<file path="src/rtl/cordic_pkg.sv">
// Shared constants, types and helpers for the CORDIC sine/cosine engine.
// External data format: Q9.16 two's complement (25 bits).
// Internal datapath: Q2.20 two's complement (22 bits).
package cordic_pkg;

  localparam int DATA_W   = 25;
  localparam int FRAC_W   = 16;
  localparam int DP_W     = 22;
  localparam int DP_FRAC  = 20;
  localparam int FRAC_GAP = DP_FRAC - FRAC_W;

  // CORDIC gain compensation, 0.607253 in Q2.20.
  localparam logic signed [DP_W-1:0] CORDIC_K = 22'sh09B74F;

  localparam logic signed [DATA_W-1:0] ONE_Q16 = 25'sh0010000;

  // Quadrant boundaries in Q9.16, rounded to nearest.
  localparam logic signed [DATA_W-1:0] PI_2  = 25'sh0019220;
  localparam logic signed [DATA_W-1:0] PI    = 25'sh003243F;
  localparam logic signed [DATA_W-1:0] PI3_2 = 25'sh004B65F;
  localparam logic signed [DATA_W-1:0] PI2   = 25'sh006487F;

  // The same angles at datapath precision, so that the residual handed to
  // the rotator does not inherit the Q16 rounding error times the quadrant.
  localparam logic [23:0] PI_2_Q20  = 24'h1921FB;
  localparam logic [23:0] PI_Q20    = 24'h3243F7;
  localparam logic [23:0] PI3_2_Q20 = 24'h4B65F2;
  localparam logic [23:0] PI2_Q20   = 24'h6487ED;

  typedef enum logic [1:0] {IDLE, MAP, ITER, FIX} state_t;

  // atan(2^-i) in Q.20, rounded to nearest.
  function automatic logic [DP_W-1:0] atan_lut(input logic [4:0] i);
    logic [DP_W-1:0] a;
    case (i)
      5'd0:  a = 22'h0C90FE;
      5'd1:  a = 22'h076B1A;
      5'd2:  a = 22'h03EB6F;
      5'd3:  a = 22'h01FD5C;
      5'd4:  a = 22'h00FFAB;
      5'd5:  a = 22'h007FF5;
      5'd6:  a = 22'h003FFF;
      5'd7:  a = 22'h002000;
      5'd8:  a = 22'h001000;
      5'd9:  a = 22'h000800;
      5'd10: a = 22'h000400;
      5'd11: a = 22'h000200;
      5'd12: a = 22'h000100;
      5'd13: a = 22'h000080;
      5'd14: a = 22'h000040;
      5'd15: a = 22'h000020;
      5'd16: a = 22'h000010;
      5'd17: a = 22'h000008;
      5'd18: a = 22'h000004;
      5'd19: a = 22'h000002;
      default: a = '0;
    endcase
    return a;
  endfunction

  // Q2.20 -> Q9.16, truncating toward zero. A result that truncates to zero
  // is replaced by one LSB carrying the sign of the internal value, so that
  // the sign of tiny results survives.
  function automatic logic [DATA_W-1:0] to_q16(input logic signed [DP_W-1:0] v);
    logic signed [DATA_W-1:0] ve;
    logic signed [DATA_W-1:0] mag;
    logic signed [DATA_W-1:0] t;
    ve  = {{(DATA_W-DP_W){v[DP_W-1]}}, v};
    mag = v[DP_W-1] ? -ve : ve;
    t   = mag >>> FRAC_GAP;
    if (t == '0)
      return v[DP_W-1] ? '1 : DATA_W'(1);
    return v[DP_W-1] ? -t : t;
  endfunction

endpackage

</file>
<file path="src/rtl/cordic_iter.sv">
// One CORDIC rotation-mode micro-rotation, purely combinational.
// Ports:
//   x, y, z                   current vector and residual angle (Q2.20)
//   i                         iteration index: shift amount and LUT entry
//   x_next, y_next, z_next    updated vector and residual angle
module cordic_iter
  import cordic_pkg::*;
(
  input  logic signed [DP_W-1:0] x,
  input  logic signed [DP_W-1:0] y,
  input  logic signed [DP_W-1:0] z,
  input  logic        [4:0]      i,
  output logic signed [DP_W-1:0] x_next,
  output logic signed [DP_W-1:0] y_next,
  output logic signed [DP_W-1:0] z_next
);

  logic signed [DP_W-1:0] x_sh;
  logic signed [DP_W-1:0] y_sh;
  logic signed [DP_W-1:0] ang;

  always_comb begin
    x_sh = x >>> i;
    y_sh = y >>> i;
    ang  = signed'(atan_lut(i));
    // Rotate toward z = 0: negative residual rotates clockwise.
    if (z[DP_W-1]) begin
      x_next = x + y_sh;
      y_next = y - x_sh;
      z_next = z + ang;
    end else begin
      x_next = x - y_sh;
      y_next = y + x_sh;
      z_next = z - ang;
    end
  end

endmodule

</file>
<file path="src/rtl/cordic_trig.sv">
// Iterative CORDIC sine/cosine. One request at a time; the result pair is
// strobed N_ITER+2 edges after the request is captured.
// Ports:
//   clk, rst            clock, synchronous active-high reset
//   theta, theta_valid  angle (Q9.16 radians, 0..2*pi) and request strobe
//   cos_data/cos_valid  cosine result (Q9.16) and one-cycle strobe
//   sin_data/sin_valid  sine result (Q9.16) and one-cycle strobe
//   busy                high while a request is in flight
//
// state | meaning
// IDLE  | waiting for theta_valid; result strobe cycle lands here
// MAP   | reduce captured angle to quadrant + residual, load rotator
// ITER  | N_ITER micro-rotations, one per cycle
// FIX   | undo quadrant reduction, convert and register results
module cordic_trig
  import cordic_pkg::*;
#(
  parameter int INT_WIDTH  = 9,
  parameter int FRAC_WIDTH = 16,
  parameter int N_ITER     = 20
) (
  input  logic                            clk,
  input  logic                            rst,
  input  logic [INT_WIDTH+FRAC_WIDTH-1:0] theta,
  input  logic                            theta_valid,
  output logic [INT_WIDTH+FRAC_WIDTH-1:0] cos_data,
  output logic                            cos_valid,
  output logic [INT_WIDTH+FRAC_WIDTH-1:0] sin_data,
  output logic                            sin_valid,
  output logic                            busy
);

  state_t state, state_nx;

  logic        [4:0]        cnt;
  logic        [4:0]        iter_idx;
  logic signed [DATA_W-1:0] theta_r;
  logic        [1:0]        quad;
  logic signed [DP_W-1:0]   x, y, z;
  logic signed [DP_W-1:0]   x_n, y_n, z_n;

  logic                     wrap;
  logic signed [DATA_W-1:0] t16;
  logic        [1:0]        q_map;
  logic        [DP_W-1:0]   theta_lo;
  logic        [DP_W-1:0]   q_off;
  logic        [DP_W-1:0]   z_map;
  logic signed [DP_W-1:0]   cos_fix, sin_fix;

  always_ff @(posedge clk) begin
    if (rst) state <= IDLE;
    else     state <= state_nx;
  end

  always_comb begin
    state_nx = state;
    case (state)
      IDLE:    if (theta_valid) state_nx = MAP;
      MAP:     state_nx = ITER;
      ITER:    if (cnt == 5'd0) state_nx = FIX;
      FIX:     state_nx = IDLE;
      default: state_nx = IDLE;
    endcase
  end

  assign busy = (state != IDLE);

  // Quadrant decisions use the Q16 boundaries; the residual is formed at
  // Q20 precision. Only the low DP_W bits of the residual are kept, which
  // is exact for any in-range angle.
  always_comb begin
    wrap     = (theta_r >= PI2);
    t16      = wrap ? theta_r - PI2 : theta_r;
    if (t16 >= PI3_2)     q_map = 2'd3;
    else if (t16 >= PI)   q_map = 2'd2;
    else if (t16 >= PI_2) q_map = 2'd1;
    else                  q_map = 2'd0;
    theta_lo = {theta_r[DP_W-FRAC_GAP-1:0], FRAC_GAP'(0)};
    case (q_map)
      2'd1:    q_off = DP_W'(PI_2_Q20);
      2'd2:    q_off = DP_W'(PI_Q20);
      2'd3:    q_off = DP_W'(PI3_2_Q20);
      default: q_off = '0;
    endcase
    z_map = theta_lo - (wrap ? DP_W'(PI2_Q20) : '0) - q_off;
  end

  always_comb begin
    case (quad)
      2'd1:    begin cos_fix = -y; sin_fix =  x; end
      2'd2:    begin cos_fix = -x; sin_fix = -y; end
      2'd3:    begin cos_fix =  y; sin_fix = -x; end
      default: begin cos_fix =  x; sin_fix =  y; end
    endcase
  end

  // Counter runs down to terminal count 0; the rotator index counts up.
  assign iter_idx = 5'(N_ITER - 1) - cnt;

  cordic_iter u_iter (
    .x      (x),
    .y      (y),
    .z      (z),
    .i      (iter_idx),
    .x_next (x_n),
    .y_next (y_n),
    .z_next (z_n)
  );

  always_ff @(posedge clk) begin
    if (rst) begin
      theta_r   <= '0;
      quad      <= '0;
      cnt       <= '0;
      x         <= '0;
      y         <= '0;
      z         <= '0;
      cos_data  <= '0;
      sin_data  <= '0;
      cos_valid <= 1'b0;
      sin_valid <= 1'b0;
    end else begin
      cos_valid <= 1'b0;
      sin_valid <= 1'b0;
      cos_data  <= '0;
      sin_data  <= '0;
      case (state)
        IDLE: if (theta_valid) theta_r <= theta;
        MAP: begin
          quad <= q_map;
          x    <= CORDIC_K;
          y    <= '0;
          z    <= signed'(z_map);
          cnt  <= 5'(N_ITER - 1);
        end
        ITER: begin
          x <= x_n;
          y <= y_n;
          z <= z_n;
          if (cnt != 5'd0) cnt <= cnt - 5'd1;
        end
        FIX: begin
          cos_valid <= 1'b1;
          sin_valid <= 1'b1;
          // theta == 0 returns the exact pair instead of CORDIC residue.
          if (theta_r == '0) begin
            cos_data <= ONE_Q16;
            sin_data <= '0;
          end else begin
            cos_data <= to_q16(cos_fix);
            sin_data <= to_q16(sin_fix);
          end
        end
        default: ;
      endcase
    end
  end

endmodule

</file>
<file path="config.mk">
export PLATFORM = sky130hd
export DESIGN_NAME = cordic_trig
export DESIGN_NICKNAME = d
export VERILOG_FILES = /design/src/rtl/cordic_pkg.sv /design/src/rtl/cordic_iter.sv /design/src/rtl/cordic_trig.sv
export SDC_FILE = /design/constraint.sdc
export NUM_CORES = 1
export LEC_CHECK = 0
export CAP_MARGIN = 5
export CORE_MARGIN = 4
export CORE_UTILIZATION = 65
export CTS_CLUSTER_SIZE = 12
export DETAILED_ROUTE_END_ITERATION = 8
export HOLD_SLACK_MARGIN = 0.08
export PLACE_DENSITY = 0.82
export SLEW_MARGIN = 20
export SYNTH_ARGS = -nofsm -noshare
export SYNTH_HDL_FRONTEND = slang
export SYNTH_HIERARCHICAL = 1
export SYNTH_SLANG_ARGS = --single-unit
export TNS_END_PERCENT = 50
</file>
<file path="constraint.sdc">
create_clock -name clk -period 10.9 [get_ports clk]
set_input_delay 1.635 -clock clk [delete_from_list [all_inputs] [get_ports clk]]
set_output_delay 1.635 -clock clk [all_outputs]
set_load 0.05 [all_outputs]
</file>
# [Word level (Yosys, flattened, before mapping)]
# Memory sizes are Yosys's and may differ from the RTL's.
# Cells that the tools add are included.
[classes] n_addsub=17 mul=0 n_div=0 order_cmp=4 n_eq_ne=12 shift=2 mux=39 bitwise_logic=1 n_reduce_logical=13
[op_table] op="$mux 25" count=11
[op_table] op="$pmux 22 s3" count=3
[op_table] op="$pmux 22 s2" count=3
[op_table] op="$sub 22x22->22" count=5
[op_table] op="$mux 22" count=4
[op_table] op="$logic_not 25->1" count=3
[op_table] op="$add 22x22->22" count=3
[op_table] op="$ge 25x20->1 const B" count=2
[op_table] op="$neg 21->25" count=2
[op_table] op="$neg 22->25" count=2
[op_table] op="$neg 22->22" count=2
[op_table] op="$sshr 22x5->22" count=2
[op_table] op="$ge 25x18->1 const B" count=1
[op_table] op="$ge 25x19->1 const B" count=1
[op_table] op="$sub 25x20->25 const B" count=1
[op_table] op="$mux 17" count=1
[op_table] op="$eq 2x2->1 const B" count=6
[op_table] op="$mux 1" count=10
[op_table] op="$pmux 5 s2" count=1
[op_table] op="$mux 2" count=4
[op_table] op="$pmux 2 s4" count=1
[op_table] op="$eq 2x1->1 const B" count=3
[op_table] op="$ne 2x2->1 const B" count=3
[op_table] op="$reduce_and 2->1" count=3
[op_table] op="10 further kinds" count=11
[totals] regBits=151 latchBits=0 ram_bits=0 romBits=640 inputBits=28 output_inout_bits=53 word_cells=100 memories=1
[memory_table] name="(name not given)" words=32 word_bits=20 rd=1 rd_ports_with_merged_regs=0 wr=0 line_no="cordic_pkg.sv:35" text="case (i)"

# [Longest topological paths before layout]
# Gate-level depths: netlist of run 1.
[logic_depth] word_depth=11 mapped_depth=31 mapped_depth_nobuf=29

# [By module]
# The synthesis of run 1 kept the hierarchy.
[modules_own_cells] module="cordic_trig" instances=1 cells_per_inst=1565 area_each_um2=11773.8 seq_area_each_um2=3022.9
[modules_own_cells] module="cordic_iter" instances=1 cells_per_inst=976 area_each_um2=7465.9 seq_area_each_um2=0.0

# [Worst setup path before layout of run 1]
# No wires, ideal clock.
[synth_timing] kind="register to register" from="reg theta_r[8]" to="reg z[18]" setup_time_ns=0.086 arrival_time_ns=6.592 setup_slack_ns=4.222 path_stages_with_launch=31 n_path_buf=3 cell_sequence="dfxtp_1 -> clkbuf_1 -> nor4_2 -> o311ai_0 -> and2_1 -> o21a_1 -> inv_1 -> clkbuf_1 -> clkbuf_1 -> o21ai_0 -> a31oi_1 -> a21oi_1 -> o211ai_1 -> o221ai_1 -> nor2_1 -> ha_1 -> inv_1 -> ha_1 -> inv_1 -> ha_1 -> inv_1 -> a21oi_1 -> o21a_1 -> o31a_1 -> o41a_1 -> a41o_1 -> or4_1 -> a31oi_1 -> xnor2_1 -> mux2i_1 -> a211oi_1"
[synth_between] elab_chain_len=10 word_cells_on_any_way=17 cone_classes="add/sub: 3; order compare: 4; eq/ne: 3; mux: 7"
[synth_rtl] item="start, declared" line_no="cordic_trig.sv:37" text="logic signed [DATA_W-1:0] theta_r;"
[synth_rtl] item="start signal, assigned" line_no="cordic_trig.sv:128" text="IDLE: if (theta_valid) theta_r <= theta;"
[synth_rtl] item="$sub 25x20->25 or $ge 25x20->1 (tied branches)" line_no="cordic_trig.sv:73, cordic_trig.sv:72"
[synth_rtl] item="$mux 25" line_no="cordic_trig.sv:73" text="t16 = wrap ? theta_r - PI2 : theta_r;"
[synth_rtl] item="$ge 25x18->1" line_no="cordic_trig.sv:76" text="else if (t16 >= PI_2) q_map = 2'd1;"
[synth_rtl] item="$mux 1" line_no="cordic_trig.sv:76"
[synth_rtl] item="$mux 2" line_no="cordic_trig.sv:75" text="else if (t16 >= PI) q_map = 2'd2;"
[synth_rtl] item="$mux 2" line_no="cordic_trig.sv:74" text="if (t16 >= PI3_2) q_map = 2'd3;"
[synth_rtl] item="$eq 2x2->1 or $eq 2x1->1 (tied branches)" line_no="cordic_trig.sv:79" text="case (q_map)"
[synth_rtl] item="$pmux 22 s3" line_no="cordic_trig.sv:79"
[synth_rtl] item="$sub 22x22->22 *" line_no="cordic_trig.sv:85" text="z_map = theta_lo - (wrap ? DP_W'(PI2_Q20) : '0) - q_off;"
[synth_rtl] item="$pmux 22 s2 *" line_no="cordic_trig.sv:127" text="case (state)"
[synth_rtl] item="end signal, assigned" line_no="cordic_trig.sv:133" text="z <= signed'(z_map);"
[synth_rtl] item="end signal, assigned" line_no="cordic_trig.sv:139" text="z <= z_n;"
[synth_rtl] item="end, declared" line_no="cordic_trig.sv:39" text="logic signed [DP_W-1:0] x, y, z;"
# Mark *: on every way between the ends. The rest lies on a longest branch, timed or not.
# A chain may end at the register's enable or synchronous reset.

# [Final worst setup path of run 1]
[layout_timing] from="reg theta_r[8]" to="reg z[21]"
[layout_between] elab_chain_len=10 word_cells_on_any_way=17 cone_classes="add/sub: 3; order compare: 4; eq/ne: 3; mux: 7"
[layout_rtl] item="$sub 25x20->25 or $ge 25x20->1 (tied branches)" line_no="cordic_trig.sv:73, cordic_trig.sv:72"
[layout_rtl] item="$mux 25 *" line_no="cordic_trig.sv:73"
[layout_rtl] item="$ge 25x18->1" line_no="cordic_trig.sv:76"
[layout_rtl] item="$mux 1" line_no="cordic_trig.sv:76"
[layout_rtl] item="$mux 2" line_no="cordic_trig.sv:75"
[layout_rtl] item="$mux 2 *" line_no="cordic_trig.sv:74"
[layout_rtl] item="named net q_map[0]" line_no="cordic_trig.sv:44" text="logic [1:0] q_map;"
[layout_rtl] item="$eq 2x2->1 or $eq 2x1->1 (tied branches)" line_no="cordic_trig.sv:79"
[layout_rtl] item="$pmux 22 s3 *" line_no="cordic_trig.sv:79"
[layout_rtl] item="$sub 22x22->22 *" line_no="cordic_trig.sv:85"
[layout_rtl] item="$pmux 22 s2 *" line_no="cordic_trig.sv:127"
# The timed path passes the listed nets; every way through them passes the cells marked *.

==> results of run 1 <==
final cells by class:
type	count	area [um2]
clock inverters	15	179
clock buffers	17	425
repair buffers	108	1010
well taps	384	480
inverters	108	407
multi-input cells	2109	15000
fillers	2436	8400
flip-flops and latches	151	3030
how the worst max path moves through the flow:
stage / start / slack (ns) / end / cells after the start
after floorplan: theta_r[8] / 4.22 / z[18] / 30
after global placement: theta_r[8] / 2.78 / z[18] / 26
after detailed placement: theta_r[8] / 2.66 / z[18] / 26
after CTS: theta_r[8] / 2.55 / z[21] / 27
after global routing: theta_r[8] / 1.67 / z[21] / 25
final: theta_r[8] / 2.49 / z[21] / 27
cell usage after synthesis (20+ instances only):
cell type    n  area share
or3_1       32       0.010
o211ai_1    21      0.0082
buf_2       37      0.0096
o21ai_0    111       0.029
nand4_1     33       0.011
xnor2_1    136       0.062
mux2_2      22       0.013
a21oi_1    178       0.046
inv_1      101       0.020
nand3_1     64       0.017
nand2b_1    23      0.0075
nand2_1    240       0.047
nor2b_1     25      0.0081
a21o_1      24      0.0094
dfxtp_1    151        0.16
ha_1       126       0.082
mux2i_1     74       0.038
a22oi_1     37       0.014
and2_1      27      0.0088
a211oi_1    40       0.016
nor4_1      26      0.0085
and3_1      26      0.0085
nor3_1      77       0.020
buf_1       21      0.0041
a31oi_1     44       0.014
clkbuf_1    98       0.019
o31ai_1     20      0.0078
o21a_1      24      0.0094
nor2_1     262       0.051
mux4_2      36       0.042
xor2_1      64       0.029
o22ai_1     26      0.0085
flip-flops by register name (all words and copies together), names as in the netlist:
name	flops
cnt	5
cos_data	25
quad	2
sin_data	25
sin_valid	1
state	2
theta_r	25
x	22
y	22
z	22
metrics by stage:
step	cell area, um2	hold WS (ns)	instances
floorplan	19200	0.462	2541
global placement	19900	0.474	2860
detailed placement	19900	0.480	2860
CTS	20500	0.490	2892
global route	20500	0.510	2892
finish	20500	0.490	2892
worst max-delay path: stages (launching register included):
cell and delay (ns):
dfxtp_1 0.42, nor4_2 0.64, nand3_1 0.25, o311ai_1 0.40, o21a_1 0.78, inv_1 0.74
nor4_1 0.35, o21ai_0 0.15, a211oi_1 0.41, o221ai_1 0.29, nor2_1 0.27, inv_1 0.11
ha_1 0.31, ha_1 0.20, ha_1 0.20, inv_1 0.06, ha_1 0.17, nor2b_1 0.06
o21ai_0 0.20, a21oi_1 0.14, o41a_1 0.34, a41o_1 0.29, o211ai_1 0.27, a21oi_1 0.12
a211oi_1 0.44, a211oi_1 0.15, a2111oi_0 0.41, o21ba_2 0.18
placed cells by master, fill, tap and decap left out, types with 10 or more instances in the layout:
cell / Yosys / layout
o21a_1: 24 / 24
mux4_1: 12 / 12
mux2i_1: 74 / 74
dfxtp_1: 151 / 148
or3_1: 32 / 32
xnor2_1: 136 / 136
a21o_1: 24 / 24
nor4_1: 26 / 26
o21ai_0: 111 / 111
o31ai_1: 20 / 20
nand3_1: 64 / 64
a22oi_1: 37 / 37
nand2b_1: 23 / 23
a21oi_1: 178 / 178
o22ai_1: 26 / 26
a21boi_0: 11 / 11
xor2_1: 64 / 63
buf_4: 5 / 29
clkdlybuf4s50_1: 0 / 79
a41oi_1: 12 / 12
and3_1: 26 / 26
nor2b_1: 25 / 25
nor3_1: 77 / 77
mux2_2: 22 / 22
or4_1: 17 / 17
a211oi_1: 40 / 40
inv_1: 101 / 99
a31oi_1: 44 / 44
or2_2: 13 / 13
mux4_2: 36 / 36
nor2_1: 262 / 261
nand4_1: 33 / 33
clkbuf_16: 0 / 17
o2111ai_1: 10 / 10
ha_1: 126 / 126
o211ai_1: 21 / 21
nand2_1: 240 / 240
a311oi_1: 16 / 16
a221oi_1: 13 / 13
and2_1: 27 / 27
cell families after synthesis:
logic type / synth area share
AOI/OAI and AO/OA: 0.250
DFF: 0.157
muxes: 0.113
and+or+nand+nor: 0.234
adders and majority gates: 0.0913
buffers and inverters: 0.0635
xor gates and xnor gates: 0.0910
per-layer routing:
layer / GRT usage / up-vias / part of all wire
met4: 0.138 / 0 / 0.040
met1: 0.448 / 9483 / 0.40
met3: 0.0668 / 203 / 0.090
met2: 0.583 / 1096 / 0.47
met5: 0 / - / 0
li1: - / 9315 / -
==> run summary, run 1 <==
Hold Violations, Final -> 0
Ports -> 81
GP Congestion -> 1.01
Nets -> 2,658
Synth Instances -> 2,541
Clock Latency Late Sink -> 0.47 ns
Ant diodes -> 0
Worst path arrival time -> 8.82 ns
Register area share after synthesis -> 0.157
Routed wire length -> 60.0 mm
Measured slew at the worst slew-check pin -> 1.20 ns
Routed Antenna Nets -> 0
Synth warn -> 6
CP endpoint kind -> flip-flop
Syn Area/Cell -> 7.57 um2
Setup Slack @ Placement -> 2.66 ns
Drt via density -> 6.95
Final number of max-transition violations -> 0
Max FO, Critical Path -> 26
Seq cells post-synth -> 151
Status -> finished, final reports clean
First-pass GRT wire length -> 95.7 mm
Vias in the first global route -> 18.7k
DIE WIDTH -> 180 um
Largest net degree at the start of global routing -> 80
Fraction of layout cells with a size suffix above 1 -> 0.0742
Total number of vias -> 20.1k
EDFF count, synth -> 0
Main synth FF type -> dfxtp_1
CTS resizes -> 0
Ys async rst share -> 0
# H-tree levels -> 4
Core Box Area -> 28,900 um2
Routed wire length per instance -> 20.7 um
Initial antenna violation count -> 0
Worst hold path type -> reg2reg
Critical Path RT -> 11.31 ns
Starting Density -> 0.665
Final setup fails -> 0
Crit path kind -> reg2reg
GRT Total Usage -> 0.349
Hold_sp -> theta_r[23]
Clk slew on worst S/H paths -> 0.08 ns
TritonRoute pass-1 iters -> 6
Worst Hold End -> theta_r[23]
Skew final -> 0.0183 ns
Initial drt markers -> 2,472
Rel. slew slack -> 0.198
DR DRC count -> 0
Die H -> 180 um
Reg2Reg Launch Point -> theta_r[8]
Setup ws final -> 2.49 ns
CP Launch Type -> flip-flop
Root Buffer -> clkbuf_16
MaxCap Viol Count -> 0
CTS tree -> yes
Tmin final -> 8.41 ns
Achievable frequency -> 119 MHz
Number of port buffers -> 80
Clk sinks -> 151
Final Util -> 0.710
RSZ-0062 raised after global routing -> no
R2R cell count -> 27
Syn-to-layout area delta -> 6.72%
Worst Hold Depth -> 2
Post-CTS setup repair buffer count -> 0
Clock buffer count from CTS -> 17
Syn Nets -> 2,704
FF-to-FF setup slack -> 2.49 ns
DIE AREA -> 32,400 um2
Setup_tns -> 0 ns
Yosys cell types -> 106
Tcrit/Tclk final -> 0.772
DPL Wire Length -> 42.7 mm
Grt ovf -> 0
Longest Clk Path Bufs -> 2
Hold-fix buffers, CTS -> 0
Syn Std Cell Area -> 19,200 um2
Worst flop-to-flop path endpoint -> z[21]
Num rows -> 62
Power of run 1 is not shown: default switching activity piles up to over one toggle a cycle in this logic, so the estimate is an artifact.
==> run 2, diff against run 1 <==
--- a/config.mk
+++ b/config.mk
@@ -7,11 +7,11 @@
 export LEC_CHECK = 0
 export CAP_MARGIN = 5
 export CORE_MARGIN = 4
-export CORE_UTILIZATION = 65
+export CORE_UTILIZATION = 58
 export CTS_CLUSTER_SIZE = 12
 export DETAILED_ROUTE_END_ITERATION = 8
 export HOLD_SLACK_MARGIN = 0.08
-export PLACE_DENSITY = 0.82
+export PLACE_DENSITY = 0.77
 export SLEW_MARGIN = 20
 export SYNTH_ARGS = -nofsm -noshare
 export SYNTH_HDL_FRONTEND = slang
==> constraint.sdc (replaced) <==
create_clock -name clk -period 6.8 [get_ports clk]
set_input_delay 1.02 -clock clk [delete_from_list [all_inputs] [get_ports clk]]
set_output_delay 1.02 -clock clk [all_outputs]
set_load 0.05 [all_outputs]
==> run 2 against run 1 <==
Against the previous run: register-to-register slack worse by 2.1 ns; core utilization down 6.2 points; routed wire length down 0.86%; cell count up 3.7%; clock skew down 0.0032 ns; via count about the same; sequential share of layout area down 0.38 points; highest routed layer unchanged.
==> run summary, run 2 (synthesis results as in run 1) <==
Fraction of layout cells with a size suffix above 1 -> 0.0993 (+0.0252)
Syn-to-layout area delta -> 9.72%
Ant diodes -> 0 (unchanged)
Rel. slew slack -> 0.317 (+0.119)
Clk slew on worst S/H paths -> 0.07 ns (about the same)
Max FO, Critical Path -> 7 (-73%)
Routed wire length per instance -> 19.8 um (-4.4%)
Fillers -> 2,893 (+19%)
Grt ovf -> 0 (unchanged)
Register area -> 3030 um2 (+0.12%)
Measured slew at the worst slew-check pin -> 1.02 ns (-0.177 ns)
MaxCap Viol Count -> 0 (unchanged)
Starting Density -> 0.590 (-0.0751)
Final setup fails -> 0 (unchanged)
First-pass GRT wire length -> 95.7 mm (about the same)
CP endpoint kind -> flip-flop
TritonRoute pass-1 iters -> 9 (+3)
Initial drt markers -> 1,880 (-24%)
Crit-path slowest cell -> or4_1
Drt via density -> 6.70 (-3.6%)
DR DRC count -> 0 (unchanged)
Routed wire length -> 59.5 mm (-0.86%)
Worst path arrival time -> 6.83 ns (-1.99 ns)
Tmin final -> 6.46 ns (-1.95 ns)
Setup ws final -> 0.341 ns (-2.15 ns)
# H-tree levels -> 4 (unchanged)
Area of the multi-input gates -> 15,100 um2 (+0.60%)
Clock Latency Late Sink -> 0.47 ns (about the same)
DPL Wire Length -> 43.0 mm (+0.81%)
Most frequent CP cell -> ha_1
Ports -> 81 (unchanged)
Num rows -> 66 (+6.5%)
GP Congestion -> 0.994 (-1.6%)
Clock buffer count from CTS -> 17 (unchanged)
Die H -> 190 um (+5.6%)
Clk sinks -> 151 (unchanged)
Tcrit/Tclk final -> 0.950 (+0.178)
Commonest non-fill, non-tap cell in the layout -> nor2_1
Largest regs -> cos_data: 25 flops, sin_data: 25 flops, theta_r: 25 flops
Core Box Area -> 32,600 um2 (+13%)
Crit-path max cell delay -> 0.46 ns (-0.32 ns)
Nets -> 2,707 (+1.8%)
Achievable frequency -> 155 MHz (+30%)
Worst Path Buf+Inv -> 4 (+1)
DIE WIDTH -> 190 um (+5.6%)
Longest Clk Path Bufs -> 2 (unchanged)
Root Buffer -> clkbuf_16
Number of port buffers -> 80 (unchanged)
Routed Antenna Nets -> 0 (unchanged)
CP Launch Type -> flip-flop
Skew final -> 0.0151 ns (-0.00317 ns)
Worst hold path type -> reg2reg
Most frequent cells in the layout -> nor2_1 (260), nand2_1 (239), a21oi_1 (178)
Cell family with most CP delay -> compound AO/OA/AOI/OAI gates
Initial antenna violation count -> 0 (unchanged)
Hold Violations, Final -> 0 (unchanged)
Largest net degree at the start of global routing -> 101 (+26%)
Critical Path RT -> 7.17 ns (-4.14 ns)
Final number of max-transition violations -> 0 (unchanged)
Setup Slack @ Placement -> 0.0951 ns (-2.56 ns)
Setup_tns -> 0 ns (unchanged)
Crit path kind -> reg2reg
Hold-fix buffers, CTS -> 0 (unchanged)
CTS tree -> yes
Status -> finished, final reports clean
DIE AREA -> 36,100 um2 (+12%)
Vias in the first global route -> 18.7k (-0.29%)
Total number of vias -> 20.1k (-0.035%)
GRT Total Usage -> 0.319 (-0.0306)
## run 2: changes by cell type in the layout (fill, tap and decap cells not counted), moves of 2 or more
| cell | previous run | this run |
|---|---|---|
| clkinvlp_4 | 1 | 5 |
| dfxtp_2 | 3 | 6 |
| inv_1 | 99 | 97 |
| inv_8 | 5 | 2 |
| dfxtp_1 | 148 | 145 |
| a2111oi_2 | 0 | 2 |
| a2111oi_0 | 7 | 5 |
| buf_12 | 0 | 3 |
| ha_2 | 0 | 2 |
| buf_4 | 29 | 72 |
| ha_1 | 126 | 124 |
| clkinv_8 | 2 | 0 |
## run 2: timing repair
| action | in CTS | in global routing |
|---|---|---|
| endpoints found under the hold margin | 0 | 0 |
| setup buffers | 0 | 6 |
| setup endpoints to repair | 0 | 9 |
| gates resized for setup | 0 | 24 |
## run 2: through the flow
step | utilization | instance area, um2 | std cells | hold WS [ns]
2_1_floorplan | - | 19200 | 2541 | 0.462
5_1_grt | 0.647 | 21100 | 2999 | 0.490
3_5_place_dp | 0.624 | 20400 | 2960 | 0.483
4_1_cts | 0.643 | 21000 | 2992 | 0.492
6_report | 0.647 | 21100 | 2999 | 0.479
3_3_place_gp | 0.624 | 20400 | 2960 | 0.475
## run 2: layer usage
| metal | part of all wire | routed length (um) | vias to the layer above | global-route usage |
|---|---|---|---|---|
| li1 | - | - | 9435 | - |
| met1 | 0.41 | 24500 | 9480 | 0.414 |
| met2 | 0.47 | 27700 | 959 | 0.531 |
| met3 | 0.083 | 4920 | 216 | 0.0517 |
| met4 | 0.040 | 2360 | 0 | 0.130 |
| met5 | 0 | 0 | - | 0 |
## run 2: final timing paths
kind	startpoint	end	slack (ns)	cells past startpoint
setup / recovery	theta_r[0]	z[20]	0.34	28
hold / removal	theta_r[0]	theta_r[0]	0.48	2
setup reg to reg	theta_r[0]	z[20]	0.34	28
hold reg to reg	theta_r[0]	theta_r[0]	0.48	2
## run 2: area by class of cell
cell class	count	share of cell area
repair inverters	1	0.000237
clock inverters	14	0.00771
well taps	442	0.0262
clock buffers	18	0.0208
repair buffers	156	0.0667
multi-input cells	2109	0.715
inverters	108	0.0197
flip-flops and latches	151	0.144
## run 2: worst reg2reg max path, delay by kind of cell, from the launching register on
family          cells  cell delay [ns]
compound gates     14             2.94
simple gates        5             1.54
fa+ha+maj           4             0.92
buf+inv             4             0.53
flops               1             0.35
xor+xnor            1             0.10
Power of run 2 is left out for the same reason.
